`config.mk`:
```
export PLATFORM = sky130hd
export DESIGN_NAME = alu_result_fifo
export DESIGN_NICKNAME = d
export VERILOG_FILES = /design/src/rtl/alu_result_fifo.sv
export SDC_FILE = /design/constraint.sdc
export NUM_CORES = 1
export LEC_CHECK = 0
export ABC_CLOCK_PERIOD_IN_PS = 6800
export CORE_UTILIZATION = 39
export DETAILED_ROUTE_END_ITERATION = 12
export SYNTH_ARGS = -nofsm -noshare
export SYNTH_HDL_FRONTEND = slang
export SYNTH_SLANG_ARGS = --single-unit
```
`constraint.sdc`:
```
create_clock -name clk -period 6.8 [get_ports clk]
set_clock_uncertainty 0.05 [all_clocks]
set_input_delay 1.7 -clock clk [delete_from_list [all_inputs] [get_ports clk]]
set_output_delay 1.7 -clock clk [all_outputs]
set_load 0.05 [all_outputs]
```
`src/rtl/alu_result_fifo.sv`:
```
// alu_result_fifo
// Downstream result queue for the 4-bit ALU core. Each rising edge of
// result_valid captures {flags, result} into a small circular FIFO. The
// oldest entry is presented show-ahead, so a slow consumer can read it
// and then pop it with a rising edge on rd_req.
//
// Ports:
//   clk          system clock
//   rst_n        asynchronous active-low reset
//   result_valid level from ALU control; a 0->1 edge marks a new result
//   result       ALU result, sampled on the result_valid rising edge
//   flags        {overflow, carry, zero}, sampled with result
//   rd_req       consumer pop request; only its rising edge pops
//   clr          synchronous flush (beats same-cycle push/pop)
//   rd_data      head entry result, 0 when empty
//   rd_flags     head entry flags, 0 when empty
//   empty        no entries stored
//   full         count == DEPTH
//   count        number of stored entries
//   overrun      sticky: a capture was dropped because the FIFO was full
//   drop_cnt     (ALU_FIFO_DROP_CNT_EN only) saturating count of drops
//
// Optional build macro: ALU_FIFO_DROP_CNT_EN adds drop_cnt and derives
// overrun from it.
module alu_result_fifo #(
  parameter int DEPTH  = 4,
  parameter int DATA_W = 8,
  parameter int FLAG_W = 3
) (
  input  logic                     clk,
  input  logic                     rst_n,
  input  logic                     result_valid,
  input  logic [DATA_W-1:0]        result,
  input  logic [FLAG_W-1:0]        flags,
  input  logic                     rd_req,
  input  logic                     clr,
  output logic [DATA_W-1:0]        rd_data,
  output logic [FLAG_W-1:0]        rd_flags,
  output logic                     empty,
  output logic                     full,
  output logic [$clog2(DEPTH):0]   count,
`ifdef ALU_FIFO_DROP_CNT_EN
  output logic [3:0]               drop_cnt,
`endif
  output logic                     overrun
);

  localparam int PTR_W   = $clog2(DEPTH);
  localparam int CNT_W   = PTR_W + 1;
  localparam int ENTRY_W = DATA_W + FLAG_W;

  logic               rv_q, rv_d;
  logic               rq_q, rq_d;
  logic [PTR_W-1:0]   wr_ptr_q, wr_ptr_d;
  logic [PTR_W-1:0]   rd_ptr_q, rd_ptr_d;
  logic [CNT_W-1:0]   count_q, count_d;
  logic [ENTRY_W-1:0] mem_q [DEPTH];

  logic               push_ev, pop_ev;
  logic               is_empty, is_full;
  logic               do_push, do_pop, drop;
  logic               wr_en;
  logic [ENTRY_W-1:0] head;

`ifdef ALU_FIFO_DROP_CNT_EN
  logic [3:0]         drop_cnt_q, drop_cnt_d;
`else
  logic               overrun_q, overrun_d;
`endif

  always_comb begin
    push_ev  = result_valid & ~rv_q;
    pop_ev   = rd_req & ~rq_q;
    is_empty = (count_q == '0);
    is_full  = (count_q == CNT_W'(DEPTH));
    do_pop   = pop_ev & ~is_empty;
    // A full FIFO still accepts a push when a real pop frees the head slot
    // on the same edge.
    do_push  = push_ev & (~is_full | do_pop);
    drop     = push_ev & is_full & ~pop_ev;
    wr_en    = do_push & ~clr;

    rv_d     = result_valid;
    rq_d     = rd_req;
    wr_ptr_d = wr_ptr_q + PTR_W'(do_push);
    rd_ptr_d = rd_ptr_q + PTR_W'(do_pop);
    count_d  = count_q;
    if (do_push && !do_pop) count_d = count_q + CNT_W'(1);
    if (do_pop && !do_push) count_d = count_q - CNT_W'(1);

`ifdef ALU_FIFO_DROP_CNT_EN
    drop_cnt_d = drop_cnt_q;
    if (drop && drop_cnt_q != 4'hF) drop_cnt_d = drop_cnt_q + 4'd1;
`else
    overrun_d = overrun_q | drop;
`endif

    // Flush wins over any event this cycle; the edge registers above still
    // follow their inputs so a held level does not fire after the flush.
    if (clr) begin
      wr_ptr_d = '0;
      rd_ptr_d = '0;
      count_d  = '0;
`ifdef ALU_FIFO_DROP_CNT_EN
      drop_cnt_d = '0;
`else
      overrun_d  = 1'b0;
`endif
    end
  end

  always_ff @(posedge clk or negedge rst_n) begin
    if (!rst_n) begin
      rv_q     <= 1'b0;
      rq_q     <= 1'b0;
      wr_ptr_q <= '0;
      rd_ptr_q <= '0;
      count_q  <= '0;
`ifdef ALU_FIFO_DROP_CNT_EN
      drop_cnt_q <= '0;
`else
      overrun_q  <= 1'b0;
`endif
    end else begin
      rv_q     <= rv_d;
      rq_q     <= rq_d;
      wr_ptr_q <= wr_ptr_d;
      rd_ptr_q <= rd_ptr_d;
      count_q  <= count_d;
`ifdef ALU_FIFO_DROP_CNT_EN
      drop_cnt_q <= drop_cnt_d;
`else
      overrun_q  <= overrun_d;
`endif
    end
  end

  // Storage carries no reset; validity is tracked entirely by count.
  always_ff @(posedge clk) begin
    if (wr_en) mem_q[wr_ptr_q] <= {flags, result};
  end

  always_comb begin
    head     = mem_q[rd_ptr_q];
    rd_data  = is_empty ? '0 : head[DATA_W-1:0];
    rd_flags = is_empty ? '0 : head[ENTRY_W-1:DATA_W];
    empty    = is_empty;
    full     = is_full;
    count    = count_q;
`ifdef ALU_FIFO_DROP_CNT_EN
    drop_cnt = drop_cnt_q;
    overrun  = (drop_cnt_q != 4'd0);
`else
    overrun  = overrun_q;
`endif
  end

endmodule

```
== Yosys cells after proc, flatten, opt, wreduce, memory -nomap -nowiden ==
Memory sizes are Yosys's and may differ from the RTL's.
Cells that the tools add are included.
Operators by class
  add/sub/neg operators: 4
  equal/unequal tests: 1
  muxes and demuxes: 10
  bitwise gates (word level): 15
  reductions and logical operators: 6
Operators with widths (number)
  2-to-1 mux 3 bit: 4
  2-to-1 mux 8 bit: 1
  AND 1 bit: 7
  inverter 1 bit: 6
  adder 2 x 1 -> 2 bit: 2
  2-to-1 mux 2 bit: 2
  adder 3 x 1 -> 3 bit, second input constant: 1
  == test 3 bit, second input constant: 1
  logical NOT 3 bit: 1
  2-to-1 mux 1 bit: 3
  nonzero test 3 bit: 1
  subtractor 3 x 1 -> 3 bit, second input constant: 1
  logical AND 1 bit: 2
  logical NOT 1 bit: 2
  OR 1 bit: 2
Storage, ports and cells
  bits in registers: 10
  bits in writable memories: 44
  input bits: 16
  word-level logic and storage cells: 43
  memories kept: 1
Memories
  mem_q: words 4, width 11, rd ports 1, clocked after memory_dff 0, wr ports 1, RTL line 57  | logic [ENTRY_W-1:0] mem_q [DEPTH];

== Longest topological paths before layout ==
  depth in word-level cells: 9
  gate-level depth with buffers: 8

== Worst setup path before layout ==
No wires, ideal clock.
  kind: register to output
  start point: reg count_q[2] (netlist: count[2])
  end point: out full
  arrival time: 2137 ps
  required time: 5050 ps
  path slack: 2913 ps
  cell stages (with the launch flop): 3
  cells stage by stage: dfrtp_1 > clkbuf_2 > nor3b_1
On the way
  cells in the longest elaborated chain, start to end: 1
Ends and longest elaborated chain
  start: declaration: RTL line 56  | logic [CNT_W-1:0] count_q, count_d;
  start signal: assignment: RTL line 129  | count_q <= count_d;
  == test 3 bit: RTL line 75  | is_full = (count_q == CNT_W'(DEPTH));
  end: declaration: RTL line 40  | output logic full,
Every way passes these cells.

== Worst setup path after layout ==
  start point: reg count_q[2] (netlist: count[2])
  end point: out empty
On the way
  cells in the longest elaborated chain, start to end: 1
Ends and longest elaborated chain
  logical NOT 3 bit: RTL line 74  | is_empty = (count_q == '0);
  end: declaration: RTL line 39  | output logic empty,
Every way passes these cells.

==> out/qor.yml <==
yosys.area_share.adder_pct: 1.99
post-route-min-period_ns: 4.38
finalCritPeriodShare_pct: 64.5
critical_path_class: "flop to output port"
cts_resized: 0
cts_max_level: 2
worstMarginPinSlew_ns: 1.04
grt_pass1_vias: 1221
p_per_area_mw_per_mm2: 228
cts_root_buf: "clkbuf_8"
synth_flop_cell: "edfxtp_1"
routedWlPerCell_um: 16.5
synth_cell_types: 32
synth_area_mm2: 0.00226
port_buffers: 32
setup.worst_path.start_class: "flop"
vias: 1218
synth_xor_xnor_area_share_pct: 1.55
yosys.area.top_type: "edfxtp_1"
netlist_top_cells_area: "edfxtp_1, dfrtp_1, mux4_2"
ios: 33
antenna_found_initial: 0
endpoint_kind: "output port"
ys_ff_latch: 54
syn_to_final_growth_pct: 22.3
cp_max_fo: 14
finalWirelength_um: 3950
grt.total_usage_pct: 14.0
setup_viol: 0
cts_tree: "yes"
antenna_cells: 0
drcViolationCount: 0
num_rows: 27
finalHoldViolations: 0
max_freq_ghz: 0.228
post_cts_buffers: 0
nNetsFinal: 185
design.die.area_mm2: 0.00610
numCtsBuffers: 5
postSynthCellCount: 131
grt_pass1_wl_um: 6200
synth_warnings: 0
synth_area_per_cell_um2: 17.2
ctsHoldBuffers: 0
tns_ns: 0
die_x_um: 78.1
synth-simple-area-share_pct: 10.8
hpwl_um: 2630
ys_seq_area_share_pct: 69.6
start_util_pct: 40.8
grt_setup_unrepaired: "no"
cp.required_ns: 5.05
maxCapViolCount: 0
gp_congestion: 0.760
grt_max_degree: 17
synthesis.nets: 150
synth_top_family_by_area: "multiplexers"
die_h_um: 78.1
slew_viol_final: 0
grt_overflow: 0
clkTransAtPathRegs_ns: 0.09
drt_iter0_markers: 51
synth_most_common_cell: "edfxtp_1"
synth.top_cell.area_share_pct: 58.5
synth_compound_area_share_pct: 2.60
synth_edf_count: 44
clkSinkCount: 54
drtPass1Iterations: 4
hp-class: "flop to flop"
clk-insertion-delay-late_ns: 0.30
crit_arrival_ns: 2.63
muxShareOfSynthArea_pct: 11.4
drive_gt1_share_pct: 16.8
ys_top_cells_by_count: "edfxtp_1, nor2b_1, mux4_2, dfrtp_1, nor2_1"
finalPower_uw: 631
relSlewSlack_pct: 30.5
status: "complete, no violations"
viasPerCell: 5.10
ir_drop_v: 0.000115
ant_nets: 0
clockBufferDepth: 2
p_leak_uw: 0.000905
core_mm2: 0.00554
async_reset_ff_share_pct: 18.5
## path summary, 6_finish.rpt
check,start,to,slack [ns],depth (start not counted)
hold reg to reg,overrun,overrun,0.46,2
setup / recovery,count[2],empty,2.42,2
hold / removal,overrun,overrun,0.46,2
setup reg to reg,count[2],count[2],3.77,6
max in group asynchronous,rst_n,wr_ptr_q[1],4.69,1
min in group asynchronous,rst_n,count[2],1.68,1
## registers in the layout (all words and copies together) (netlist names)
signal,flops
count,3
rq_q,1
rd_ptr_q,2
wr_ptr_q,2
rv_q,1
overrun,1
mem_q,44
## critical path, cell delays in order, from the launching register on
cell and delay (ns):
dfrtp_1 0.49, nor3_2 0.88, clkdlybuf4s50_1 0.96
## logic make-up (layout without fill, tap and decap cells)
family	after synthesis	after routing
AO/OA/AOI/OAI	8	8
XOR/XNOR	4	4
adder cells (fa/ha/maj)	3	3
buffers and inverters	9	45
flip-flops	54	54
multiplexers	12	12
AND/OR/NAND/NOR	41	41
## power breakdown
part	internal, µW	switching [µW]	total (µW)
clock	72.8	96.5	169
combinational	37.2	52.9	90.1
sequential	364	7.71	372
total	474	157	631
## layer usage
layer | global-route usage, % | wire length (µm) | vias up
met4 | 3.89 | 43 | 0
met2 | 23.7 | 2050 | 23
met3 | 4.07 | 140 | 5
met1 | 17.4 | 1710 | 620
met5 | 0 | 0 | -
li1 | - | - | 570
## metrics by stage
step | instance area (µm²) | hold WS [ns] | utilization (%) | worst slack, ns | std cells
floorplan | 2260 | 0.506 | - | 2.91 | 131
global placement | 2680 | 0.448 | 48.3 | 2.62 | 231
detailed placement | 2680 | 0.445 | 48.3 | 2.52 | 231
CTS | 2760 | 0.465 | 49.9 | 2.34 | 239
global route | 2760 | 0.496 | 49.9 | 2.23 | 239
finish | 2760 | 0.459 | 49.9 | 2.42 | 239
## placed cells by master (no fill, tap or decap), types with 2 or more instances in the layout
master | synthesis | routed
edfxtp_1 | 44 | 44
clkdlybuf4s50_1 | 0 | 32
nor2b_1 | 15 | 15
mux4_2 | 11 | 11
dfrtp_1 | 10 | 10
nor2_1 | 8 | 8
clkbuf_8 | 0 | 5
xnor2_1 | 4 | 4
nand3_1 | 4 | 4
nor3_1 | 4 | 3
buf_4 | 0 | 3
inv_1 | 2 | 2
nor4b_2 | 0 | 2
a31oi_1 | 2 | 2
a211oi_1 | 2 | 2
ha_1 | 2 | 2
## final cells by class
| class | instances | area [µm²] |
|---|---|---|
| clock buffers | 6 | 72.6 |
| clock inverters | 2 | 13.8 |
| multi-input cells | 68 | 664 |
| fillers | 486 | 2780 |
| inverters | 2 | 7.51 |
| repair buffers | 35 | 343 |
| well taps | 72 | 90.1 |
| flip-flops and latches | 54 | 1570 |
Power figures use the tool's default switching activity.
